===== src/rtl/hazard_ctrl_pkg.sv =====
// Shared encodings and tracker-slot type for the pipeline hazard controller.
// Forwarding is enabled by defining HAZARD_FORWARD_EN.
package hazard_ctrl_pkg;

    // Tracker slots hold destination addresses zero-extended to this width; REG_AW must not exceed it.
    localparam int unsigned MAX_AW = 8;

    localparam logic [1:0] HIT_EX  = 2'd0;
    localparam logic [1:0] HIT_MEM = 2'd1;
    localparam logic [1:0] HIT_WB  = 2'd2;

    typedef enum logic [1:0] {
        FWD_RF    = 2'd0,
        FWD_EXMEM = 2'd1,
        FWD_MEMWB = 2'd2,
        FWD_RSVD  = 2'd3
    } fwd_sel_e;

    typedef struct packed {
        logic              valid;
        logic [MAX_AW-1:0] rd;
        logic              wen;
        logic              load;
    } trk_slot_t;

    localparam trk_slot_t SLOT_EMPTY = '0;

    // Youngest producer wins; a load still in EX cannot forward and is handled by the stall path.
    function automatic fwd_sel_e pick_fwd(input logic [2:0] hit, input logic ex_load);
        if (hit[HIT_EX] && !ex_load) return FWD_EXMEM;
        if (hit[HIT_MEM])            return FWD_MEMWB;
        return FWD_RF;
    endfunction

endpackage


===== src/rtl/hazard_ctrl_if.sv =====
// Decode/execute hazard-control bundle between the pipeline and hazard_ctrl.
// Width parameters must match those of the hazard_ctrl instance it connects to.
interface hazard_ctrl_if #(
    parameter int unsigned REG_AW = 5,
    parameter int unsigned CNT_W  = 32
);
    logic              id_valid;
    logic [REG_AW-1:0] id_rs1_addr;
    logic              id_rs1_used;
    logic [REG_AW-1:0] id_rs2_addr;
    logic              id_rs2_used;
    logic [REG_AW-1:0] id_rd_addr;
    logic              id_rd_wen;
    logic              id_is_load;
    logic              ex_branch_taken;
    logic              mem_busy;

    logic              stall_if;
    logic              stall_id;
    logic              bubble_ex;
    logic              flush_id;
    logic [1:0]        fwd_a_sel;
    logic [1:0]        fwd_b_sel;
    logic [CNT_W-1:0]  stall_cnt;
    logic [CNT_W-1:0]  flush_cnt;

    modport master (
        output id_valid, id_rs1_addr, id_rs1_used, id_rs2_addr, id_rs2_used,
               id_rd_addr, id_rd_wen, id_is_load, ex_branch_taken, mem_busy,
        input  stall_if, stall_id, bubble_ex, flush_id, fwd_a_sel, fwd_b_sel,
               stall_cnt, flush_cnt
    );

    modport slave (
        input  id_valid, id_rs1_addr, id_rs1_used, id_rs2_addr, id_rs2_used,
               id_rd_addr, id_rd_wen, id_is_load, ex_branch_taken, mem_busy,
        output stall_if, stall_id, bubble_ex, flush_id, fwd_a_sel, fwd_b_sel,
               stall_cnt, flush_cnt
    );
endinterface


===== src/rtl/hazard_ctrl_match.sv =====
// hazard_match: compares one decode source against the EX/MEM/WB tracker slots.
// Register x0 never produces a hit.
module hazard_match
    import hazard_ctrl_pkg::*;
#(
    parameter int unsigned REG_AW = 5
) (
    input  logic [REG_AW-1:0] src_addr,
    input  logic              src_used,
    input  trk_slot_t         ex_slot,
    input  trk_slot_t         mem_slot,
    input  trk_slot_t         wb_slot,
    output logic [2:0]        hit
);
    logic [MAX_AW-1:0] src_ext;

    assign src_ext = MAX_AW'(src_addr);

    always_comb begin
        hit = '0;
        if (src_used && (src_ext != '0)) begin
            hit[HIT_EX]  = ex_slot.valid  && ex_slot.wen  && (ex_slot.rd  == src_ext);
            hit[HIT_MEM] = mem_slot.valid && mem_slot.wen && (mem_slot.rd == src_ext);
            hit[HIT_WB]  = wb_slot.valid  && wb_slot.wen  && (wb_slot.rd  == src_ext);
        end
    end
endmodule


===== src/rtl/hazard_ctrl.sv =====
// hazard_ctrl: load-use / RAW stall, branch flush, operand forwarding and perf counters.
// Define HAZARD_FORWARD_EN to forward from EX/MEM and MEM/WB; otherwise RAW hazards stall.
module hazard_ctrl
    import hazard_ctrl_pkg::*;
#(
    parameter int unsigned REG_AW = 5,
    parameter int unsigned CNT_W  = 32
) (
    input  logic          clk,
    input  logic          reset,
    hazard_ctrl_if.slave  bus
);
    trk_slot_t        ex_q, mem_q, wb_q, id_slot;
    logic [2:0]       hit_a, hit_b;
    logic             hz_stall;
    logic             stall, bubble, flush, cnt_stall_inc;
    fwd_sel_e         fwd_a, fwd_b;
    logic [CNT_W-1:0] stall_cnt_q, flush_cnt_q;
    logic             slot_unused;

    hazard_match #(.REG_AW(REG_AW)) u_match_a (
        .src_addr (bus.id_rs1_addr),
        .src_used (bus.id_valid & bus.id_rs1_used),
        .ex_slot  (ex_q),
        .mem_slot (mem_q),
        .wb_slot  (wb_q),
        .hit      (hit_a)
    );

    hazard_match #(.REG_AW(REG_AW)) u_match_b (
        .src_addr (bus.id_rs2_addr),
        .src_used (bus.id_valid & bus.id_rs2_used),
        .ex_slot  (ex_q),
        .mem_slot (mem_q),
        .wb_slot  (wb_q),
        .hit      (hit_b)
    );

    // WB hits resolve through the write-first regfile; nothing else reads them.
    assign slot_unused = ^{hit_a[HIT_WB], hit_b[HIT_WB], wb_q.load};

`ifdef HAZARD_FORWARD_EN
    assign hz_stall = ex_q.load & (hit_a[HIT_EX] | hit_b[HIT_EX]);
    assign fwd_a    = pick_fwd(hit_a, ex_q.load);
    assign fwd_b    = pick_fwd(hit_b, ex_q.load);
`else
    assign hz_stall = hit_a[HIT_EX] | hit_a[HIT_MEM] | hit_b[HIT_EX] | hit_b[HIT_MEM];
    assign fwd_a    = FWD_RF;
    assign fwd_b    = FWD_RF;
`endif

    // Priority: memory freeze, then branch flush, then hazard stall.
    always_comb begin
        stall         = 1'b0;
        bubble        = 1'b0;
        flush         = 1'b0;
        cnt_stall_inc = 1'b0;
        if (bus.mem_busy) begin
            stall = 1'b1;
        end else if (bus.ex_branch_taken) begin
            flush  = 1'b1;
            bubble = 1'b1;
        end else if (hz_stall) begin
            stall         = 1'b1;
            bubble        = 1'b1;
            cnt_stall_inc = 1'b1;
        end
    end

    always_comb begin
        id_slot       = SLOT_EMPTY;
        id_slot.valid = bus.id_valid & ~stall & ~flush;
        id_slot.rd    = MAX_AW'(bus.id_rd_addr);
        id_slot.wen   = bus.id_rd_wen;
        id_slot.load  = bus.id_is_load;
    end

    always_ff @(posedge clk) begin
        if (reset) begin
            ex_q  <= SLOT_EMPTY;
            mem_q <= SLOT_EMPTY;
            wb_q  <= SLOT_EMPTY;
        end else if (!bus.mem_busy) begin
            wb_q  <= mem_q;
            mem_q <= ex_q;
            ex_q  <= id_slot;
        end
    end

    always_ff @(posedge clk) begin
        if (reset) begin
            stall_cnt_q <= '0;
            flush_cnt_q <= '0;
        end else begin
            if (cnt_stall_inc && (stall_cnt_q != '1)) stall_cnt_q <= stall_cnt_q + CNT_W'(1);
            if (flush && (flush_cnt_q != '1))         flush_cnt_q <= flush_cnt_q + CNT_W'(1);
        end
    end

    assign bus.stall_if  = stall;
    assign bus.stall_id  = stall;
    assign bus.bubble_ex = bubble;
    assign bus.flush_id  = flush;
    assign bus.fwd_a_sel = fwd_a;
    assign bus.fwd_b_sel = fwd_b;
    assign bus.stall_cnt = stall_cnt_q;
    assign bus.flush_cnt = flush_cnt_q;
endmodule


===== src/flat_wrapper.sv =====
// flat-port wrapper written by rule: the top's interface ports become plain ports
module hazard_ctrl_flat import hazard_ctrl_pkg::*;
#(
    parameter int unsigned REG_AW = 5,
    parameter int unsigned CNT_W  = 32
)
  (clk, reset, bus_id_valid, bus_id_rs1_addr, bus_id_rs1_used, bus_id_rs2_addr, bus_id_rs2_used, bus_id_rd_addr, bus_id_rd_wen, bus_id_is_load, bus_ex_branch_taken, bus_mem_busy, bus_stall_if, bus_stall_id, bus_bubble_ex, bus_flush_id, bus_fwd_a_sel, bus_fwd_b_sel, bus_stall_cnt, bus_flush_cnt);
  hazard_ctrl_if #(.REG_AW(REG_AW), .CNT_W(CNT_W)) bus_i ();
  input  logic clk;
  input  logic reset;
  input wire logic [$bits(bus_i.id_valid)-1:0] bus_id_valid;
  input wire logic [$bits(bus_i.id_rs1_addr)-1:0] bus_id_rs1_addr;
  input wire logic [$bits(bus_i.id_rs1_used)-1:0] bus_id_rs1_used;
  input wire logic [$bits(bus_i.id_rs2_addr)-1:0] bus_id_rs2_addr;
  input wire logic [$bits(bus_i.id_rs2_used)-1:0] bus_id_rs2_used;
  input wire logic [$bits(bus_i.id_rd_addr)-1:0] bus_id_rd_addr;
  input wire logic [$bits(bus_i.id_rd_wen)-1:0] bus_id_rd_wen;
  input wire logic [$bits(bus_i.id_is_load)-1:0] bus_id_is_load;
  input wire logic [$bits(bus_i.ex_branch_taken)-1:0] bus_ex_branch_taken;
  input wire logic [$bits(bus_i.mem_busy)-1:0] bus_mem_busy;
  output wire logic [$bits(bus_i.stall_if)-1:0] bus_stall_if;
  output wire logic [$bits(bus_i.stall_id)-1:0] bus_stall_id;
  output wire logic [$bits(bus_i.bubble_ex)-1:0] bus_bubble_ex;
  output wire logic [$bits(bus_i.flush_id)-1:0] bus_flush_id;
  output wire logic [$bits(bus_i.fwd_a_sel)-1:0] bus_fwd_a_sel;
  output wire logic [$bits(bus_i.fwd_b_sel)-1:0] bus_fwd_b_sel;
  output wire logic [$bits(bus_i.stall_cnt)-1:0] bus_stall_cnt;
  output wire logic [$bits(bus_i.flush_cnt)-1:0] bus_flush_cnt;
  assign bus_i.id_valid = bus_id_valid;
  assign bus_i.id_rs1_addr = bus_id_rs1_addr;
  assign bus_i.id_rs1_used = bus_id_rs1_used;
  assign bus_i.id_rs2_addr = bus_id_rs2_addr;
  assign bus_i.id_rs2_used = bus_id_rs2_used;
  assign bus_i.id_rd_addr = bus_id_rd_addr;
  assign bus_i.id_rd_wen = bus_id_rd_wen;
  assign bus_i.id_is_load = bus_id_is_load;
  assign bus_i.ex_branch_taken = bus_ex_branch_taken;
  assign bus_i.mem_busy = bus_mem_busy;
  assign bus_stall_if = bus_i.stall_if;
  assign bus_stall_id = bus_i.stall_id;
  assign bus_bubble_ex = bus_i.bubble_ex;
  assign bus_flush_id = bus_i.flush_id;
  assign bus_fwd_a_sel = bus_i.fwd_a_sel;
  assign bus_fwd_b_sel = bus_i.fwd_b_sel;
  assign bus_stall_cnt = bus_i.stall_cnt;
  assign bus_flush_cnt = bus_i.flush_cnt;
  hazard_ctrl #(.REG_AW(REG_AW), .CNT_W(CNT_W)) u_core (.clk(clk), .reset(reset), .bus(bus_i));
endmodule

===== config.mk =====
export PLATFORM = sky130hd
export DESIGN_NAME = hazard_ctrl_flat
export DESIGN_NICKNAME = d
export VERILOG_FILES = /design/src/rtl/hazard_ctrl_pkg.sv /design/src/rtl/hazard_ctrl_if.sv /design/src/rtl/hazard_ctrl_match.sv /design/src/rtl/hazard_ctrl.sv /design/src/flat_wrapper.sv
export SDC_FILE = /design/constraint.sdc
export NUM_CORES = 1
export LEC_CHECK = 0
export BUFFER_PORTS_ARGS = -buffer_cell sky130_fd_sc_hd__buf_2
export CAP_MARGIN = 15
export CELL_PAD_IN_SITES_DETAIL_PLACEMENT = 1
export CELL_PAD_IN_SITES_GLOBAL_PLACEMENT = 2
export CORE_MARGIN = 5
export CORE_UTILIZATION = 34
export CTS_CLUSTER_DIAMETER = 100
export DETAILED_ROUTE_END_ITERATION = 8
export GPL_TIMING_DRIVEN = 0
export PLACE_DENSITY = 0.88
export SYNTH_ARGS = -nofsm -noshare
export SYNTH_HDL_FRONTEND = slang
export SYNTH_SLANG_ARGS = --single-unit

===== constraint.sdc =====
create_clock -name clk -period 5.11 [get_ports clk]
set_clock_uncertainty 0.15 [all_clocks]
set_input_delay 0 -clock clk [delete_from_list [all_inputs] [get_ports clk]]
set_output_delay 0 -clock clk [all_outputs]
set_load 0.01 [all_outputs]

# == Word level (Yosys, flattened, before mapping) ==
# Cells that the tools add are included.
# classes
n_addsub,2
eq_ne,6
muxes,10
bitwise,9
n_reduce_logical,12
# op_table
cell,n
"32-bit by 1-bit adder with 32-bit output, second input constant",2
"32-bit inequality test, second input constant",2
5-bit equality test,4
8-bit nonzero test,2
1-bit logical AND,10
1-bit two-way mux,8
1-bit bitwise AND,4
2-bit two-way mux,2
1-bit bitwise OR,3
1-bit NOT,2
# word_totals
regBits,78
output_inout_bits,72

# == Depth between registers and ports, before layout ==
# Gate-level depths: netlist (run 1).
# depth
ltp_word,12
ltp_mapped,9
depth_no_buf,7

# == Hierarchy ==
# A second synthesis (run 1) with hierarchy kept.
# hier_totals
cells_unflattened,545
hier_area_um2,4626.9
# modules_own_cells
mod,n_inst,cells_each,area_per_inst_um2,seq_area_each_um2
hazard_ctrl,1,485,4169.0,1761.7
hazard_match,2,30,229.0,0.0

# == Worst setup path before layout (run 1) ==
# OpenSTA, ideal clock, no wires.
# synth_timing
path_kind,reg-to-reg
start,"reg u_core.stall_cnt_q[0], in the netlist u_core.bus.stall_cnt[0]"
end,"reg u_core.stall_cnt_q[11], in the netlist u_core.bus.stall_cnt[11]"
arrival_time_ps,2103
setup_slack_ps,2734
path_stages_with_launch,10
period_less_slack_ps,2376
cell_sequence,dfxtp_1 -> ha_1 -> nand2_1 -> or3_1 -> nor4b_2 -> or2_1 -> buf_2 -> buf_2 -> nor4_1 -> mux2_1
# synth_between
elab_chain_len,2
word_cells_on_any_way,3
cone_classes,add/sub: 1; eq/ne: 1; reduce/logical: 1
# synth_rtl
item,line_no,text
start: declaration,hazard_ctrl.sv:18,"logic [CNT_W-1:0] stall_cnt_q, flush_cnt_q;"
start signal: assignment,hazard_ctrl.sv:95,if (cnt_stall_inc && (stall_cnt_q != '1)) stall_cnt_q <= stall_cnt_q + CNT_W'(1);
branches (longest 2 deep; another with 32-bit by 1-bit adder with 32-bit output),n/a,
# Several ways; the timed one is not identified.
# A chain may end at the register's enable or synchronous reset.

# == Final worst setup path (run 1) ==
# Ends and elaborated chain as after synthesis.

==> impl_metrics.tcl, run 1 <==
set metrics [dict create \
    synth_flop_cell "dfxtp_1" \
    yosys_register_bits 78 \
    start_kind "flip-flop" \
    place_congestion 0.8760 \
    start_util_pct 34.76 \
    cts_buffers 9 \
    ctsHoldBuffers 9 \
    clkSinkCount 78 \
    period_share_pct 54.25 \
    holdPathEnd "u_core.bus.stall_cnt[19]" \
    overflow 0 \
    max-slew-margin-rel_pct 55.19 \
    hold_start "bus_mem_busy" \
    top_layer_used "met4" \
    drt-vias-per-instance 5.457 \
    drive_gt1_share_pct 19.52 \
    nNetsFinal 651 \
    cpMostUsedCell "buf_2" \
    cts_resized 0 \
    cts_tree "built" \
    antenna_found_initial 0 \
    p_per_area_nw_per_um2 266.5 \
    cp-end-kind "flip-flop" \
    synth_warnings 0 \
    worstPathArrival_ns 2.86 \
    p_int_mw 1.077 \
    irDropWorstVdd_uv 112.5 \
    route.detailed.drc 0 \
    diodes 0 \
    firstDrtPassIters 7 \
    ant_nets 0 \
    grt_max_degree 15 \
    dieWidth_um 121.1 \
    hold_path.class "in -> reg" \
    setup_tns_ns 0 \
    ff2ff_path_depth 9 \
    grt_first_pass_wirelength_um 23140 \
    clk_latency_ns 0.35 \
    critPathSlowestCell "or3_1" \
    wl_um 13840 \
    die_height_um 121.1 \
    path_class "reg -> reg" \
    drt_iter0_drc 179 \
    async_flop_share_pct 0 \
    swShare_pct 23.42 \
    cap_viol_max_count 0 \
    worst_slew_pin_slew_ns 0.6661 \
    wl_met2_um 6649 \
    crit_buf_inv 2 \
    clockBufferDepth 2 \
    num_rows 40 \
    grt_pass1_vias 4484 \
    htreeDepth 3 \
    finalHoldViolations 0 \
    grt_usage_pct 19.56 \
    reg2reg_slack_ns 2.34 \
    slew_viol_final 0 \
    p_seq_share_pct 44.3 \
    cp-startpoint "u_core.bus.stall_cnt[0]" \
    path_delay_family "simple AND/OR/NAND/NOR gates" \
    p_leak_nw 2.026 \
    wl_met3_um 496 \
    setup_viol 0 \
    status "finished clean" \
    cts_setup_buffers 0 \
    cp_data_required_time_ns 5.19 \
    cpPeakStageDelay_ns 0.45 \
    dieArea_um2 14650 \
    synthCells 512 \
    utilization_pct 43.76 \
    via_count 4355 \
    p_switching_uw 329.4 \
    netlist_area_um2 4193 \
    pin_count 96 \
    whs_path_depth 4 \
    clk_pin_slew_worst_paths_ns 0.07 \
    post-dp-hpwl_um 10270 \
    power_frac_comb_pct 5.8 \
    regToRegEndpoint "u_core.bus.stall_cnt[11]" \
    cp.depth 9 \
    port_buffers 90 \
    clock_power_share_pct 50.0 \
    cp_cell_sequence "ha_1, nand2_1, or3_1, nor4b_2, or2_1, buf_2, buf_2, nor4_1, mux2_1" \
    crit_fanout 10 \
    period_needed_ns 2.772 \
    yosysUniqueCellTypes 47 \
    wire_per_inst_um 17.35 \
    cts_root_buffer "clkbuf_16" \
    rsz0062_at_grt "no" \
    syn-mean-instance-area_um2 8.189 \
    synth_edf_count 0 \
    ys_seq_area_share_pct 37.24 \
    fmax_mhz 360.7 \
    drt-met1-wl_um 6420 \
    worstReg2RegStart "u_core.bus.stall_cnt[0]" \
    syn_to_final_growth_pct 25.87 \
    coreArea_um2 12060 \
]
-- synthesized netlist by cell type, drive strengths merged, types with 4 or more instances --
library cell   n  area share (%)
dfxtp         78              37
nor2          58             5.2
a21oi         35             4.2
nand2         32             2.9
o21ai         29             3.5
or3           27             4.0
or4           25             4.5
xor2          25             5.2
nand3         21             2.5
nand4         19             3.0
buf           16             2.3
mux2i         15             3.6
nor3          15             1.9
nor4          15             2.2
xnor2         14             2.9
clkbuf        13             1.2
inv           10            0.90
o31ai          9             1.6
nor2b          8             1.2
and4           6             1.3
mux2           6             1.6
nand2b         5            0.75
and3           4            0.60
-- cells in the final DEF (no fill, tap or decap), drive strengths merged, types with 2 or more instances in the layout --
cell,n
inv,11
dfxtp,78
buf,106
or3,27
and2,2
nor4,15
clkinv,2
bufinv,2
nor4b,2
o211ai,3
nand4b,2
or4,25
a21oi,35
and3,4
conb,4
o31ai,9
o32a,2
nand3b,2
nand2,32
and4,6
nor2,58
nand2b,5
nor2b,8
nand4,19
clkbuf,22
nand3,21
xnor2,14
a22oi,2
or4b,3
o21ai,29
nor3,15
ha,2
dlygate4sd3,9
mux2i,15
clkinvlp,2
mux2,6
xor2,25
-- cell type report --
class | instances | area, µm²
clock buffers | 9 | 225.2
multi-input cells | 398 | 2461
repair buffers | 99 | 540.5
plain buffers | 29 | 143.9
clock inverters | 7 | 97.59
well taps | 168 | 210.2
inverters | 10 | 37.54
fillers | 1492 | 6784
flip-flops and latches | 78 | 1562
-- cell families (layout without fill, tap and decap cells) --
family	count (synthesis)	count (layout)	synth area share [%]
buffers and inverters	39	154	4.327
AOI/OAI and AO/OA	84	84	11.73
DFF	78	78	37.24
adders and majority gates	2	2	0.5967
xor gates and xnor gates	39	39	8.147
other	1	4	0.08944
muxes	21	21	5.192
and+or+nand+nor	248	248	32.68
-- power by group through the flow --
stage / sequential [mW] / clock, mW / combinational (mW)
floorplan: 0.634 / 0 / 0.0442
global placement: 0.635 / 0 / 0.0737
detailed placement: 0.636 / 0 / 0.0764
CTS: 0.622 / 0.717 / 0.0820
global route: 0.623 / 0.742 / 0.0899
finish: 0.622 / 0.702 / 0.0814
-- metal layers --
layer  vias up  global-route usage (%)
met5         -                       0
met4         0                   7.153
met3        20                   3.450
met2        84                   33.10
met1      2154                   24.86
li1       2097                       -
-- metrics by stage --
stage | total power, mW | instances | hold slack (ns) | area (µm²) | setup slack [ns]
global route | 1.455 | 798 | 0.09682 | 5278 | 2.132
global placement | 0.7088 | 773 | 0.08330 | 4865 | 2.347
CTS | 1.421 | 798 | 0.03420 | 5278 | 2.309
detailed placement | 0.7122 | 773 | 0.09783 | 4865 | 2.329
floorplan | 0.6778 | 515 | -0.006057 | 4204 | 2.734
finish | 1.406 | 798 | 0.04423 | 5278 | 2.338
-- sequential cells by signal (all words and copies together), names as in the netlist --
name / cells
u_core.bus.flush_cnt: 32
u_core.bus.stall_cnt: 32
u_core.ex_q: 7
u_core.mem_q: 7
-- worst max path at each step --
| stage | endpoint | slack (ns) |
|---|---|---|
| after detailed placement | u_core.bus.stall_cnt[11] | 2.33 |
| after floorplan | u_core.bus.stall_cnt[11] | 2.73 |
| after global routing | u_core.bus.flush_cnt[1] | 2.13 |
| after CTS | u_core.bus.stall_cnt[11] | 2.31 |
| final | u_core.bus.stall_cnt[11] | 2.34 |
| after global placement | u_core.bus.stall_cnt[11] | 2.35 |
-- worst min-delay path, stage by stage --
cell and delay [ns]:
buf_2 0.19, or4b_1 0.17, o21ai_0 0.09, nand2_1 0.07
(Power assumes the default switching activity.)
==> run 2: changes to the inputs <==
--- a/config.mk
+++ b/config.mk
@@ -5,16 +5,17 @@
 export SDC_FILE = /design/constraint.sdc
 export NUM_CORES = 1
 export LEC_CHECK = 0
+export ABC_AREA = 1
 export BUFFER_PORTS_ARGS = -buffer_cell sky130_fd_sc_hd__buf_2
 export CAP_MARGIN = 15
 export CELL_PAD_IN_SITES_DETAIL_PLACEMENT = 1
 export CELL_PAD_IN_SITES_GLOBAL_PLACEMENT = 2
 export CORE_MARGIN = 5
-export CORE_UTILIZATION = 34
+export CORE_UTILIZATION = 30
 export CTS_CLUSTER_DIAMETER = 100
 export DETAILED_ROUTE_END_ITERATION = 8
 export GPL_TIMING_DRIVEN = 0
-export PLACE_DENSITY = 0.88
+export PLACE_DENSITY = 0.83
 export SYNTH_ARGS = -nofsm -noshare
 export SYNTH_HDL_FRONTEND = slang
 export SYNTH_SLANG_ARGS = --single-unit
==> constraint.sdc (replaced) <==
create_clock -name clk -period 2.9 [get_ports clk]
set_clock_uncertainty 0.15 [all_clocks]
set_input_delay 0 -clock clk [delete_from_list [all_inputs] [get_ports clk]]
set_output_delay 0 -clock clk [all_outputs]
set_load 0.01 [all_outputs]
==> run 2 against run 1 <==
- die area is 29% higher
- sequential power increased by 77%
- total power up 83%
- utilization fell by 5.7 points
- critical path depth rose by 1
- hold slack got worse by 0.015 ns
- critical path type unchanged
- via count up 18%
==> impl_metrics.tcl, run 2 <==
set metrics [dict create \
    status "finished clean" \
    synth_top_area_share_pct 31.92 \
    clk_pin_slew_worst_paths_ns 0.07 \
    max-slew-margin-rel_pct 51.71 \
    pin_count 96 \
    htreeDepth 3 \
    worstPathArrival_ns 2.41 \
    place_area_um2 5624 \
    area.sequential_um2 1562 \
    place_congestion 0.8408 \
    clockBufferDepth 2 \
    multi_input_area_um2 2895 \
    syn-mean-instance-area_um2 6.454 \
    cts_root_buffer "clkbuf_16" \
    finalHoldViolations 0 \
    num_rows 46 \
    die_height_um 137.7 \
    drt-vias-per-instance 4.698 \
    cts_tree "built" \
    final_cell_mix "258 x nand2_1, 93 x buf_2, 78 x dfxtp_1" \
    drt_iter0_drc 329 \
    ctsHoldBuffers 11 \
    rsz0062_at_grt "no" \
    dieArea_um2 18960 \
    coreArea_um2 15940 \
    wl_um 16880 \
    diodes 0 \
    layout_commonest_cell "nand2_1" \
    slew_viol_final 0 \
    wire_per_inst_um 15.43 \
    grt_usage_pct 18.33 \
    cp-startpoint "u_core.bus.stall_cnt[0]" \
    crit_fanout 10 \
    drive_gt1_share_pct 20.05 \
    worst_slew_pin_slew_ns 0.7244 \
    ys_seq_area_share_pct 31.92 \
    clk_latency_ns 0.35 \
    clkSinkCount 78 \
    p_leak_nw 2.592 \
    cts_buffers 9 \
    port_buffers 90 \
    grt_pass1_vias 5119 \
    yosysUniqueCellTypes 32 \
    yosysTopAreaCell "dfxtp_1" \
    setup_viol 0 \
    fmax_mhz 437.3 \
    netlist_area_um2 4892 \
    antenna_found_initial 0 \
    setup_tns_ns 0 \
    synth_flop_cell "dfxtp_1" \
    irDropWorstVdd_uv 268.6 \
    cts_resized 0 \
    yosysMostFrequentCell "nand2_1" \
    dieWidth_um 137.7 \
    synth_warnings 0 \
    async_flop_share_pct 0 \
    cap_viol_max_count 0 \
    regToRegEndpoint "u_core.bus.stall_cnt[30]" \
    syn_to_final_growth_pct 23.99 \
    post-dp-hpwl_um 13250 \
    period_share_pct 78.86 \
    cts_setup_buffers 0 \
    worstReg2RegStart "u_core.bus.stall_cnt[0]" \
    yosys-top-cells-count "258 x nand2_1, 78 x dfxtp_1, 72 x nor2_1, 60 x inv_1, 52 x a21oi_1" \
    cp-end-kind "flip-flop" \
    cp-endpoint "u_core.bus.stall_cnt[30]" \
    via_count 5140 \
    synth_edf_count 0 \
    firstDrtPassIters 4 \
    nNetsFinal 899 \
    cp_data_required_time_ns 3.02 \
    grt_max_degree 15 \
    overflow 0 \
    yosys_register_bits 78 \
    start_util_pct 30.69 \
    path_class "reg -> reg" \
    ff2ff_path_depth 10 \
    synth_top_cells_by_area "dfxtp_1 32%, nand2_1 20%, nor2_1 5.5%" \
    hold_path.class "in -> reg" \
    nFillCells 2096 \
    grt_first_pass_wirelength_um 27080 \
    period_needed_ns 2.287 \
    reg2reg_slack_ns 0.61 \
    route.detailed.drc 0 \
    p_per_area_nw_per_um2 423.4 \
    start_kind "flip-flop" \
    synthCells 758 \
    ant_nets 0 \
    fin_area_um2 6066 \
]
==> run 2: cell count changes after synthesis, sizes merged, moves of 16 or more <==
cell,change
a21oi,+35
inv,+61
nand2,+240
nor2,+18
nor3,+16
or3,-27
or4,-25
==> run 2: how the worst min path moves through the flow <==
stage	start	slack (ns)	cells after the start	endpoint
finish	bus_ex_branch_taken	0.03	6	u_core.bus.stall_cnt[14]
global route	bus_ex_branch_taken	0.07	6	u_core.bus.stall_cnt[14]
CTS	bus_ex_branch_taken	0.004	6	u_core.bus.stall_cnt[14]
detailed placement	bus_id_rd_addr[1]	0.12	3	u_core.ex_q[3]
global placement	bus_id_rd_addr[1]	0.11	3	u_core.ex_q[3]
floorplan	bus_mem_busy	-0.09	1	bus_flush_id
==> run 2: cell families (layout without fill, tap and decap cells) <==
family	count (synthesis)	in the layout	synth area share, %
buffers and inverters	100	217	9.130
AOI/OAI and AO/OA	92	92	10.79
xor gates and xnor gates	53	53	9.488
adders and majority gates	2	2	0.5114
DFF	78	78	31.92
other	1	4	0.07665
and+or+nand+nor	432	432	38.08
==> run 2: stage by stage <==
step	setup WS, ns	utilization [%]	hold WS, ns	power, mW	cells
after floorplan	0.9688	-	-0.08878	1.223	761
after global placement	0.6616	35.28	0.1065	1.289	1067
after detailed placement	0.6232	35.28	0.1163	1.290	1067
after CTS	0.5826	38.05	0.003613	2.606	1094
after global routing	0.4230	38.05	0.06644	2.681	1094
final	0.6131	38.05	0.02885	2.568	1094
==> run 2: area by class of cell <==
type	instances	area share, %
tap	216	4.455
multi-input combinational	583	47.73
clock buffer	10	3.940
clock inverter	6	1.526
timing repair buffer	101	9.241
buffer	27	2.847
sequential	78	25.74
inverter	73	4.517
==> run 2: layer usage <==
metal | routed length (µm) | vias to the layer above | global-route usage, %
met1 | 8160 | 2386 | 24.86
met5 | 0 | - | 0
met2 | 7753 | 106 | 30.12
met4 | 222 | 0 | 5.434
li1 | - | 2635 | -
met3 | 743 | 13 | 2.739
==> run 2: critical path: stages (launching register included) <==
cell and delay [ns]:
dfxtp_1 0.46, ha_1 0.29, nand2_2 0.11, nor2_4 0.15, nand2_2 0.12, nor3_4 0.20, nand3_2 0.16, nand4_4 0.19
buf_6 0.16, nand2_1 0.06, a21oi_1 0.16
==> run 2: where the power goes <==
| group | switching [mW] | internal [mW] | leakage [nW] |
|---|---|---|---|
| registers | 0.0145 | 1.09 | 0.632 |
| clock network | 0.509 | 0.783 | 0.155 |
| logic | 0.113 | 0.0626 | 1.81 |
| total | 0.637 | 1.93 | 2.59 |
==> run 3: changes to the inputs <==
--- a/config.mk
+++ b/config.mk
@@ -11,11 +11,11 @@
 export CELL_PAD_IN_SITES_DETAIL_PLACEMENT = 1
 export CELL_PAD_IN_SITES_GLOBAL_PLACEMENT = 2
 export CORE_MARGIN = 5
-export CORE_UTILIZATION = 30
+export CORE_UTILIZATION = 27
 export CTS_CLUSTER_DIAMETER = 100
 export DETAILED_ROUTE_END_ITERATION = 8
 export GPL_TIMING_DRIVEN = 0
-export PLACE_DENSITY = 0.83
+export PLACE_DENSITY = 0.79
 export SYNTH_ARGS = -nofsm -noshare
 export SYNTH_HDL_FRONTEND = slang
 export SYNTH_SLANG_ARGS = --single-unit
==> constraint.sdc (replaced) <==
create_clock -name clk -period 2 [get_ports clk]
set_clock_uncertainty 0.15 [all_clocks]
set_input_delay 0 -clock clk [delete_from_list [all_inputs] [get_ports clk]]
set_output_delay 0 -clock clk [all_outputs]
set_load 0.01 [all_outputs]
==> run 3 against run 2 <==
- flip-flop and latch count unchanged
- total power up 42%
- sequential share of layout area down 0.62 points
- sequential power up 45%
- clock power up 38%
- critical endpoint is now u_core.bus.stall_cnt[29]
==> impl_metrics.tcl, run 3 (synthesized netlist as in run 2, its figures left out) <==
set metrics [dict create \
    diodes 0 \
    die_height_um 144.6 \
    firstDrtPassIters 4 \
    grt_pass1_vias 5266 \
    dp.cells 1080 \
    grt_max_degree 14 \
    overflow 0 \
    cp-end-kind "flip-flop" \
    swShare_pct 24.30 \
    hold_path.class "in -> reg" \
    cts_root_buffer "clkbuf_16" \
    start_kind "flip-flop" \
    rsz0062_at_grt "yes" \
    layout_commonest_cell "nand2_1" \
    via_count 5226 \
    period_share_pct 96.01 \
    nFillCells 2316 \
    clkSinkCount 78 \
    clk_latency_ns 0.34 \
    utilization_pct 36.56 \
    holdWs_ns 0.1395 \
    p_seq_share_pct 43.7 \
    path_class "reg -> reg" \
    multi_input_area_um2 3045 \
    pin_count 96 \
    fmax_mhz 520.8 \
    drt_iter0_drc 259 \
    wl_um 17550 \
    clk_pin_slew_worst_paths_ns 0.06 \
    p_int_mw 2.752 \
    p_switching_uw 883.4 \
    power_frac_comb_pct 7.4 \
    worst_slew_pin_slew_ns 0.7082 \
    cts_tree "built" \
    route.detailed.drc 0 \
    ant_nets 0 \
    worstPathArrival_ns 2.04 \
    p_leak_nw 2.780 \
    dieArea_um2 20910 \
    irDropWorstVdd_uv 379.6 \
    clock_power_share_pct 48.8 \
    cap_viol_max_count 0 \
    clockBufferDepth 2 \
    p_total_mw 3.636 \
    antenna_found_initial 0 \
    drt-vias-per-instance 4.641 \
    p_per_area_nw_per_um2 555.5 \
    grt_usage_pct 16.82 \
    cp_cell_sequence "nand2_1, nor2_1, nand4_1, nor3_1, nand2_1, xnor2_1, nand2_1, a21oi_1" \
    cts_buffers 9 \
    period_needed_ns 1.920 \
    area.sequential_um2 1644 \
    finalHoldViolations 0 \
    setup_viol 0 \
    cpPeakStageDelay_ns 0.44 \
    place_congestion 0.8521 \
    critPathSlowestCell "dfxtp_1" \
    start_util_pct 27.33 \
    coreArea_um2 17900 \
    cp_data_required_time_ns 2.12 \
    status "finished clean" \
    slew_viol_final 0 \
    nNetsFinal 919 \
    num_rows 49 \
    max-slew-margin-rel_pct 52.79 \
    wire_per_inst_um 15.59 \
    layout.cells.non_filler 1126 \
    cpMostUsedCell "nand2_1" \
    crit_fanout 6 \
    post-dp-hpwl_um 13350 \
    final_cell_mix "254 x nand2_1, 91 x buf_2, 59 x inv_1" \
    port_buffers 90 \
    syn_to_final_growth_pct 33.79 \
    dieWidth_um 144.6 \
    grt_first_pass_wirelength_um 27680 \
    drive_gt1_share_pct 30.55 \
    htreeDepth 3 \
]
run 3: cell count changes in the layout (fill, tap and decap cells not counted), sizes merged:
cell	before	now
buf	107	126
inv	72	71
clkinvlp	2	3
run 3: path summary, 6_finish.rpt:
| path | depth (start not counted) | to | startpoint | slack (ns) |
|---|---|---|---|---|
| min reg2reg | 1 | u_core.bus.flush_cnt[3] | u_core.bus.flush_cnt[3] | 0.32 |
| max reg2reg | 8 | u_core.bus.stall_cnt[29] | u_core.bus.stall_cnt[16] | 0.08 |
| min | 8 | u_core.ex_q[10] | bus_id_rs2_used | 0.14 |
| max | 8 | u_core.bus.stall_cnt[29] | u_core.bus.stall_cnt[16] | 0.08 |
run 3: final cells by class:
type                       count  area share [%]
buffer                        27           3.192
tap                          229           4.378
sequential                    78           25.12
clock inverter                 6           1.338
multi-input combinational    583           46.53
timing repair buffer         121           11.80
inverter                      73           4.206
clock buffer                   9           3.441
run 3: layer usage:
layer  GRT usage (%)  vias up  routed length [µm]
li1                -     2670                   -
met1           22.61     2434                8346
met2           27.43       97                8093
met3           2.943       25                 765
met4           5.351        0                 349
met5               0        -                   0
run 3: metrics by stage:
| stage | TNS, ns | area [µm²] | setup WS [ns] |
|---|---|---|---|
| final | 0 | 6545 | 0.07990 |
| after global routing | -0.5880 | 6545 | -0.06849 |
| after CTS | 0 | 6261 | 0.0005376 |
| after detailed placement | -12.73 | 5640 | -0.2635 |
| after global placement | -11.21 | 5640 | -0.2292 |
| after floorplan | 0 | 4903 | 0.06885 |
run 3: what timing repair did:
| action | CTS | global route |
|---|---|---|
| hold buffers | 11 | 0 |
| hold endpoints to repair | 11 | 0 |
| gates cloned | 3 | 3 |
| setup buffers | 8 | 6 |
| setup endpoints to repair | 64 | 68 |
| pin swaps | 5 | 11 |
| resized for setup | 32 | 88 |
run 3: power by group through the flow:
stage                     Combinational [mW]  Sequential, mW  Clock, mW
after detailed placement               0.242            1.63          0
after global routing                   0.306            1.59       1.91
after CTS                              0.266            1.59       1.84
after global placement                 0.241            1.63          0
final                                  0.271            1.59       1.78
after floorplan                        0.147            1.63          0
run 3: worst max-delay path, delay by kind of cell, from the launching register on:
family | cells | cell delay, ns
simple gates | 6 | 0.99
flops | 1 | 0.44
xor+xnor | 1 | 0.15
compound gates | 1 | 0.12
